### src/rtl/stream_io_pkg.sv
// stream_io_pkg: shared constants and helpers for the stream I/O shell.
// FloPoCo exception-field encoding and pointer-width helper.
package stream_io_pkg;

  localparam logic [1:0] EF_ZERO = 2'b00;
  localparam logic [1:0] EF_NORM = 2'b01;
  localparam logic [1:0] EF_INF  = 2'b10;
  localparam logic [1:0] EF_NAN  = 2'b11;

  // Exception field from the exponent/mantissa of an IEEE-754 single.
  // The sign bit does not affect the class, so it is not passed in.
  function automatic logic [1:0] fpc_ef(input logic [30:0] p);
    logic [7:0]  e;
    logic [22:0] m;
    e = p[30:23];
    m = p[22:0];
    if (e == 8'h00 && m == 23'd0) return EF_ZERO;
    if (e == 8'hFF) return (m == 23'd0) ? EF_INF : EF_NAN;
    return EF_NORM;
  endfunction

  // Pointer width for a power-of-2 depth of at least 2.
  function automatic int ptr_w(input int depth);
    return (depth < 2) ? 1 : $clog2(depth);
  endfunction

endpackage

### src/rtl/stream_sync_fifo.sv
// stream_sync_fifo: single-clock FIFO, no fall-through.
// Head entry is presented directly from storage.
module stream_sync_fifo
  import stream_io_pkg::*;
#(
  parameter int WIDTH = 8,
  parameter int DEPTH = 4
) (
  input  logic                  clk,
  input  logic                  rst,
  input  logic                  i_push,
  input  logic [WIDTH-1:0]      i_wdata,
  input  logic                  i_pop,
  output logic [WIDTH-1:0]      o_rdata,
  output logic                  o_full,
  output logic                  o_empty,
  output logic [ptr_w(DEPTH):0] o_count
);

  localparam int AW = ptr_w(DEPTH);

  logic [WIDTH-1:0] r_mem [DEPTH];
  logic [AW-1:0]    r_wp;
  logic [AW-1:0]    r_rp;
  logic [AW:0]      r_cnt;
  logic             w_push;
  logic             w_pop;

  assign w_push  = i_push & ~o_full;
  assign w_pop   = i_pop & ~o_empty;
  assign o_full  = (r_cnt == (AW+1)'(DEPTH));
  assign o_empty = (r_cnt == '0);
  assign o_count = r_cnt;
  assign o_rdata = r_mem[r_rp];

  // Storage write; contents need no reset.
  always_ff @(posedge clk) begin
    if (w_push) r_mem[r_wp] <= i_wdata;
  end

  // Pointers and occupancy.
  always_ff @(posedge clk or negedge rst) begin
    if (!rst) begin
      r_wp  <= '0;
      r_rp  <= '0;
      r_cnt <= '0;
    end else begin
      if (w_push) r_wp <= r_wp + AW'(1);
      if (w_pop)  r_rp <= r_rp + AW'(1);
      r_cnt <= r_cnt + (AW+1)'(w_push) - (AW+1)'(w_pop);
    end
  end

endmodule

### src/rtl/stream_io_shell.sv
// stream_io_shell: host <-> kernel stream wrapper.
// Input skid with EF append, output FIFO with EF strip, debug stats.
module stream_io_shell
  import stream_io_pkg::*;
#(
  parameter  int STREAMW     = 32,
  parameter  int NIN         = 4,
  parameter  int NOUT        = 4,
  parameter  int FPC_EN      = 1,
  parameter  int FPC_MODE    = 0,
  parameter  int OFIFO_DEPTH = 4,
  localparam int KW = (FPC_EN != 0) ? STREAMW + 2 : STREAMW
) (
  input  logic                    clk,
  input  logic                    rst,
  input  logic                    ivalid,
  output logic                    iready,
  input  logic [NIN*STREAMW-1:0]  in_data,
  output logic                    ovalid,
  input  logic                    oready,
  output logic [NOUT*STREAMW-1:0] out_data,
  output logic                    k_ivalid,
  input  logic                    k_iready,
  output logic [NIN*KW-1:0]       k_in_data,
  input  logic                    k_ovalid,
  output logic                    k_oready,
  input  logic [NOUT*KW-1:0]      k_out_data,
  input  logic                    clr_stats,
  output logic [31:0]             in_count,
  output logic [31:0]             out_count,
  output logic                    exc_sticky
);

  localparam int IW  = NIN * STREAMW;
  localparam int OW  = NOUT * STREAMW;
  localparam int OAW = ptr_w(OFIFO_DEPTH);

  logic [IW-1:0]   r_sk [2];
  logic            r_sk_wp;
  logic            r_sk_rp;
  logic [1:0]      r_sk_cnt;
  logic [1:0]      w_sk_cnt_n;
  logic            r_iready;
  logic            w_acc;
  logic            w_kpop;
  logic [IW-1:0]   w_head;

  logic            r_koready;
  logic            w_kpush;
  logic            w_opop;
  logic            w_full;
  logic            w_empty;
  logic [OAW:0]    w_ocnt;
  logic [OAW:0]    w_ocnt_n;
  logic [OW-1:0]   w_strip;
  logic [NOUT-1:0] w_exc_l;

  logic [31:0]     r_in_cnt;
  logic [31:0]     r_out_cnt;
  logic            r_exc;

  assign iready     = r_iready;
  assign k_ivalid   = (r_sk_cnt != 2'd0);
  assign w_acc      = ivalid & r_iready;
  assign w_kpop     = k_ivalid & k_iready;
  assign w_sk_cnt_n = r_sk_cnt + 2'(w_acc) - 2'(w_kpop);
  assign w_head     = r_sk[r_sk_rp];

  // Skid storage write; contents need no reset.
  always_ff @(posedge clk) begin
    if (w_acc) r_sk[r_sk_wp] <= in_data;
  end

  // Skid pointers, occupancy and registered input ready.
  always_ff @(posedge clk or negedge rst) begin
    if (!rst) begin
      r_sk_wp  <= 1'b0;
      r_sk_rp  <= 1'b0;
      r_sk_cnt <= 2'd0;
      r_iready <= 1'b0;
    end else begin
      if (w_acc)  r_sk_wp <= ~r_sk_wp;
      if (w_kpop) r_sk_rp <= ~r_sk_rp;
      r_sk_cnt <= w_sk_cnt_n;
      r_iready <= (w_sk_cnt_n < 2'd2);
    end
  end

  for (genvar g = 0; g < NIN; g++) begin : g_in
    logic [STREAMW-1:0] w_pl;
    assign w_pl = w_head[g*STREAMW +: STREAMW];
    if (FPC_EN != 0) begin : g_ef
      logic [1:0] w_ef;
      if (FPC_MODE != 0) begin : g_ieee
        assign w_ef = fpc_ef(w_pl[30:0]);
      end else begin : g_const
        assign w_ef = EF_NORM;
      end
      assign k_in_data[g*KW +: KW] = {w_ef, w_pl};
    end else begin : g_raw
      assign k_in_data[g*KW +: KW] = w_pl;
    end
  end

  for (genvar g = 0; g < NOUT; g++) begin : g_out
    assign w_strip[g*STREAMW +: STREAMW] = k_out_data[g*KW +: STREAMW];
    if (FPC_EN != 0) begin : g_ef
      logic [1:0] w_ef;
      assign w_ef       = k_out_data[g*KW+STREAMW +: 2];
      assign w_exc_l[g] = (w_ef == EF_INF) || (w_ef == EF_NAN);
    end else begin : g_raw
      assign w_exc_l[g] = 1'b0;
    end
  end

  assign k_oready = r_koready & ~w_full;
  assign w_kpush  = k_ovalid & k_oready;
  assign ovalid   = ~w_empty;
  assign w_opop   = ovalid & oready;
  assign w_ocnt_n = w_ocnt + (OAW+1)'(w_kpush) - (OAW+1)'(w_opop);

  stream_sync_fifo #(
    .WIDTH (OW),
    .DEPTH (OFIFO_DEPTH)
  ) u_ofifo (
    .clk     (clk),
    .rst     (rst),
    .i_push  (w_kpush),
    .i_wdata (w_strip),
    .i_pop   (w_opop),
    .o_rdata (out_data),
    .o_full  (w_full),
    .o_empty (w_empty),
    .o_count (w_ocnt)
  );

  // Kernel-side ready from next FIFO occupancy, held low in reset.
  always_ff @(posedge clk or negedge rst) begin
    if (!rst) r_koready <= 1'b0;
    else      r_koready <= (w_ocnt_n < (OAW+1)'(OFIFO_DEPTH));
  end

  assign in_count   = r_in_cnt;
  assign out_count  = r_out_cnt;
  assign exc_sticky = r_exc;

  // Beat counters and sticky exception; clear wins over updates.
  always_ff @(posedge clk or negedge rst) begin
    if (!rst) begin
      r_in_cnt  <= 32'd0;
      r_out_cnt <= 32'd0;
      r_exc     <= 1'b0;
    end else if (clr_stats) begin
      r_in_cnt  <= 32'd0;
      r_out_cnt <= 32'd0;
      r_exc     <= 1'b0;
    end else begin
      if (w_acc)  r_in_cnt  <= r_in_cnt + 32'd1;
      if (w_opop) r_out_cnt <= r_out_cnt + 32'd1;
      if (w_kpush && (|w_exc_l)) r_exc <= 1'b1;
    end
  end

endmodule
### config.mk
export PLATFORM = sky130hd
export DESIGN_NAME = stream_io_shell
export DESIGN_NICKNAME = d
export VERILOG_FILES = /design/src/rtl/stream_io_pkg.sv /design/src/rtl/stream_sync_fifo.sv /design/src/rtl/stream_io_shell.sv
export SDC_FILE = /design/constraint.sdc
export NUM_CORES = 1
export LEC_CHECK = 0
export CAP_MARGIN = 0
export CELL_PAD_IN_SITES_DETAIL_PLACEMENT = 1
export CELL_PAD_IN_SITES_GLOBAL_PLACEMENT = 1
export CORE_MARGIN = 1
export CORE_UTILIZATION = 50
export CTS_BUF_LIST = sky130_fd_sc_hd__clkbuf_2 sky130_fd_sc_hd__clkbuf_4 sky130_fd_sc_hd__clkbuf_8
export CTS_CLUSTER_DIAMETER = 200
export DETAILED_ROUTE_END_ITERATION = 8
export PLACE_DENSITY_LB_ADDON = 0.1
export SLEW_MARGIN = 20
export SYNTH_ARGS = -nofsm -noshare
export SYNTH_HDL_FRONTEND = slang
export SYNTH_SLANG_ARGS = --single-unit
### constraint.sdc
create_clock -name clk -period 14.2 [get_ports clk]
set_clock_uncertainty 0.2 [all_clocks]
set_input_delay 3.55 -clock clk [delete_from_list [all_inputs] [get_ports clk]]
set_output_delay 3.55 -clock clk [all_outputs]
set_load 0.05 [all_outputs]
; Word-level counts from Yosys, hierarchy flattened
; Memories as Yosys holds them, arrays and structs flattened.
; Cells that the tools add are included.
[totals]
ff_bits = 78
latch_bits = 0
mem_bits_rw = 768
rom_bits = 0
inputBits = 271
mem_count = 2
[mem_list]
columns = name, words, word_bits, rd, rd_clocked_by_memory_dff, write_ports, line
row1 = u_ofifo.r_mem, 4, 128, 1, 0, 1, stream_sync_fifo.sv:22  ; logic [WIDTH-1:0] r_mem [DEPTH];
row2 = r_sk, 2, 128, 1, 0, 1, stream_io_shell.sv:38  ; logic [IW-1:0] r_sk [2];
[op_classes]
n_addsub = 10
multipliers = 0
n_div = 0
magnitude_cmp = 2
eq_ne = 9
n_shift = 0
n_mux = 10
bitwise_logic = 11
reduce_logical = 11
[ops]
columns = cell, n
row1 = $mux 32, 4
row2 = $add 32x1->32 const B, 2
row3 = $eq 2x2->1 const B, 8
row4 = $reduce_bool 2->1, 4
row5 = $and 1x1->1, 7
row6 = $add 3x1->3, 2
row7 = $mux 1, 6
row8 = $sub 3x1->3, 2
row9 = $add 2x1->2 const B, 2
row10 = $logic_or 1x1->1, 4
row11 = $not 1->1, 4
row12 = $reduce_or 4->1, 1
row13 = $eq 3x3->1 const B, 1
row14 = $logic_not 3->1, 1
row15 = $lt 3x3->1 const B, 1
row16 = $add 2x1->2, 1
row17 = $lt 2x2->1 const B, 1
row18 = $sub 2x1->2, 1
row19 = $logic_and 1x1->1, 1

; Longest topological paths before layout
[logic_depth]
word_depth = 7
ltp_mapped = 9

; By module
; A second synthesis with hierarchy kept.
[hier_totals]
cells_unflattened = 1492
area_unflattened_um2 = 31839.3
[modules_own_cells]
columns = mod, instances, cells_each, area_per_inst_um2, seq_area_each_um2
row1 = stream_sync_fifo, 1, 710, 18934.4, 15549.9
row2 = stream_io_shell, 1, 782, 12904.9, 9464.1

; Least setup slack after synthesis
; OpenSTA, ideal clock, no wires.
[synth_path]
kind = input-to-reg
from = input ivalid
to = memory r_sk[0][0] in the netlist's numbering, enable pin
setup_ns = 0.617
t_arrival_ns = 9.059
required_time_ns = 13.383
path_slack_ns = 4.324
stages = 2
path_buffers = 0
path_cell_list = nand2_1 nor2_1
[synth_via]
elab_chain_len = 3
[synth_lines]
columns = element, line
row1 = start: declaration, stream_io_shell.sv:16  ; input logic ivalid,
row2 = $and 1x1->1, stream_io_shell.sv:64  ; assign w_acc = ivalid & r_iready;
row3 = $mux 1, stream_io_shell.sv:71  ; if (w_acc) r_sk[r_sk_wp] <= in_data;
row4 = $mux 1 (implied by the code), stream_io_shell.sv:71
row5 = end: declaration, stream_io_shell.sv:38
; No other way between the ends.

; Worst setup path in the final report
[layout_path]
from = register r_sk_rp
to = output k_in_data[20]
[layout_via]
elab_chain_len = 1
[layout_lines]
columns = element, line
row1 = start: declaration, stream_io_shell.sv:40  ; logic r_sk_rp;
row2 = start signal: assignment, stream_io_shell.sv:83  ; if (w_kpop) r_sk_rp <= ~r_sk_rp;
row3 = $mem_v2 2x128, n/a
row4 = end: declaration, stream_io_shell.sv:24  ; output logic [NIN*KW-1:0] k_in_data,
; No other way between the ends.

==> summary.txt <==
Worst setup path
  • Delay contributed by the slowest stage of the critical path: 1.00 ns
  • Crit path launch type: flop
  • Buffers plus inverters on the worst setup path: 2
  • Worst setup path class: flop to primary output
  • Worst Path Arrival: 3.88 ns
  • Max stage delay cell, worst path: sky130_fd_sc_hd__dfrtp_4
  • CP delay by family, top: buffers and inverters
  • Cell Chain, Critical Path: buf_4 > mux2_2 > clkdlybuf4s50_1
  • Sort of element at the end of the critical path: primary output
  • CP Data Required Time: 10.45 ns
  • Max FO, Critical Path: 67

Detailed routing
  • Starting DRC count in detailed routing: 932
  • Remaining routing DRC violations: 0
  • Total wire length: 82900 microns
  • WL per Instance: 26.2 microns
  • Count of vias placed by the detailed router: 17.3k
  • Number of nets with antenna violations after routing: 0
  • Per-cell via count in the routed design: 5.48
  • Initial DRT Pass Iterations: 5

Power
  • Static leakage power: 13.7 nW
  • Largest vdd supply drop: 0.133 mV
  • Power density normalized to cell area: 215 nW/um^2

Clocking
  • Post CTS Setup Buffer Count: 0
  • Post-CTS Hold Buffers: 0
  • Maximum buffer depth of the clock tree: 3
  • Master cell of the clock root buffer: sky130_fd_sc_hd__clkbuf_8
  • Clk sink count: 846
  • Clock tree from TritonCTS: done
  • Clock slew at the register clock pins of the worst setup and hold paths: 0.06 ns
  • Max H-tree Level: 4
  • Clock latency on the worst-skew pair: 0.75 ns
  • Post-cts sizing count: 0
  • Number of buffers created by CTS: 140

Global routing
  • Largest net degree at the start of global routing: 113
  • Number of global-route vias before repair: 18.8k
  • Global-route total usage across every layer: 25.6%
  • Leftover overflow at the end of global routing: 0
  • Number of antenna violations at the first check in global routing: 26
  • Global-route wire length before repair: 119000 microns

Logic synthesis
  • Share of synthesized flip-flops with an asynchronous set or reset: 9.22%
  • Cell taking the most area after synthesis: sky130_fd_sc_hd__edfxtp_1
  • Synth Instances: 1517
  • Yosys synthesis warning count: 0
  • Cell types occupying the most area after synthesis: sky130_fd_sc_hd__edfxtp_1 (73%), sky130_fd_sc_hd__mux4_2 (9.1%), sky130_fd_sc_hd__dfrtp_1 (6.1%), sky130_fd_sc_hd__mux2_2 (4.6%), sky130_fd_sc_hd__or4_1 (0.73%)
  • EDFF count, synth: 768
  • Mean area per synthesized cell: 21.0 sq um
  • Share of synthesized area occupied by flip-flops and latches: 78.7%
  • Number of flip-flops and latches in the synthesized netlist: 846
  • Prevailing post-synth register cell: sky130_fd_sc_hd__edfxtp_1
  • Most frequent cells after synthesis: sky130_fd_sc_hd__edfxtp_1 (768), sky130_fd_sc_hd__mux2_2 (131), sky130_fd_sc_hd__mux4_2 (128), sky130_fd_sc_hd__dfrtp_1 (78), sky130_fd_sc_hd__clkbuf_1 (48)
  • Area of the mapped netlist: 31800 sq um
  • Synth top area share: 72.5%
  • Count leader, synth: sky130_fd_sc_hd__edfxtp_1
  • Library cells used by synthesis: 42

Timing
  • Post-Route Setup TNS: 0 ns
  • Setup repair after global routing missed its margin: false
  • Final hold slack: 0.315 ns
  • Final critical delay including setup and external delays: 7.63 ns
  • Setup violation total in the final timing report: 0
  • Number of max-slew violations in the final report: 0
  • Transition at the pin with the smallest max-transition slack: 1.07 ns
  • Headroom to the max-slew limit: 28.4%
  • Final Cycle Share: 53.7%
  • Count of final hold-check violations: 0
  • Max Fclk: 0.131 GHz
  • Worst Setup Slack, final: 6.57 ns

Worst hold path
  • Type of the worst min-delay path: flop to flop

Run
  • Count of maximum capacitance violations: 0

Floorplan
  • Total I/O pin count: 604
  • Core area: 63000 sq um
  • Die ar.: 64600 sq um
  • Chip height: 254 microns
  • Cell Rows: 92
  • Initial core utilization: 50.5%
  • Width of the die: 254 microns

Placement
  • Last weighted congestion value of the routability-driven placer: 0.779
  • IO Port Bufs: 591
  • Worst slack at placement: 6.94 ns
  • Final HPWL DP: 54500 microns

Layout
  • Area added between synthesis and finish: 30.2%
  • Post-layout util: 65.7%
  • Ratio of cells with drive above 1 in the final layout: 22.1%
  • Layout filler cell count: 5389
  • # nets final: 2486

Run status
  • Run status: finished, final reports clean
-- through the flow --
step	instances	area, sq um	total power, W
CTS	3148	41300	0.00902
finish	3165	41400	0.00892
global placement	2905	38700	0.00689
detailed placement	2905	38700	0.00694
global route	3159	41400	0.00924
floorplan	1523	31800	0.00573
-- worst reg2reg max path, cell delays in order (launching register included) --
cell	delay [ns]
sky130_fd_sc_hd__dfrtp_1	0.50
sky130_fd_sc_hd__o311a_1	0.52
sky130_fd_sc_hd__and2_4	0.58
sky130_fd_sc_hd__buf_4	0.65
sky130_fd_sc_hd__buf_4	0.81
-- final timing paths --
check                                    from                    to  slack (ns)  cells after the start
setup / recovery                      r_sk_rp         k_in_data[20]        6.57                      3
hold / removal                    r_sk_cnt[0]           r_sk_cnt[0]        0.31                      1
setup reg to reg           u_ofifo.o_count[1]  u_ofifo.r_mem[2][48]       10.51                      4
hold reg to reg                   r_sk_cnt[0]           r_sk_cnt[0]        0.31                      1
max in group asynchronous                 rst               r_sk_rp       10.17                      2
min in group asynchronous                 rst          in_count[31]        2.55                      1
-- cells in the final DEF (no fill, tap or decap), drive strengths merged, types with 20 or more instances in the layout --
| cell | instances |
|---|---|
| buf | 22 |
| inv | 27 |
| dfrtp | 78 |
| mux4 | 128 |
| clkbuf | 191 |
| o31ai | 25 |
| nor2 | 26 |
| or4 | 31 |
| nand2 | 34 |
| xnor2 | 20 |
| a21oi | 42 |
| clkdlybuf4s50 | 589 |
| mux2 | 131 |
| edfxtp | 768 |
| clkinv | 41 |
-- final cells by class --
class / instances / area [sq um] / share of cell area (%)
repair buffers: 611 / 6090 / 14.7
inverters: 21 / 78.8 / 0.190
well taps: 846 / 1060 / 2.56
multi-input cells: 582 / 6430 / 15.5
clock inverters: 52 / 320 / 0.774
diodes: 16 / 40.0 / 0.0967
clock buffers: 191 / 2340 / 5.66
flip-flops and latches: 846 / 25000 / 60.5
-- registers in the layout, indices dropped and copies added, names as in the netlist --
signal,cells
r_sk_rp,1
iready,1
r_koready,1
u_ofifo.r_rp,2
exc_sticky,1
u_ofifo.r_mem,512
out_count,32
r_sk_wp,1
u_ofifo.o_count,3
u_ofifo.r_wp,2
r_sk,256
in_count,32
r_sk_cnt,2
-- power breakdown --
part / internal (W) / leakage, nW / switching (W) / total (W)
clock: 0.00111 / 1.40 / 0.000948 / 0.00205
sequential: 0.00313 / 8.05 / 0.000164 / 0.00329
combinational: 0.00126 / 4.26 / 0.00230 / 0.00357
-- metal layers --
| layer | wire length [microns] | vias up | track usage [%] |
|---|---|---|---|
| met3 | 7690 | 176 | 10.7 |
| li1 | - | 7595 | - |
| met5 | 158 | - | 0 |
| met4 | 2770 | 24 | 11.5 |
| met1 | 30300 | 8926 | 29.4 |
| met2 | 42000 | 616 | 41.9 |
-- cells by family after synthesis --
| group | Yosys count | share of synthesized area [%] |
|---|---|---|
| compound gates | 90 | 1.75 |
| fa+ha+maj | 13 | 0.535 |
| xor+xnor | 28 | 0.771 |
| other cells | 2 | 0.0236 |
| buf+inv | 95 | 1.26 |
| mux | 259 | 13.7 |
| flops | 846 | 78.7 |
| simple gates | 184 | 3.29 |
(Power assumes the default switching activity.)
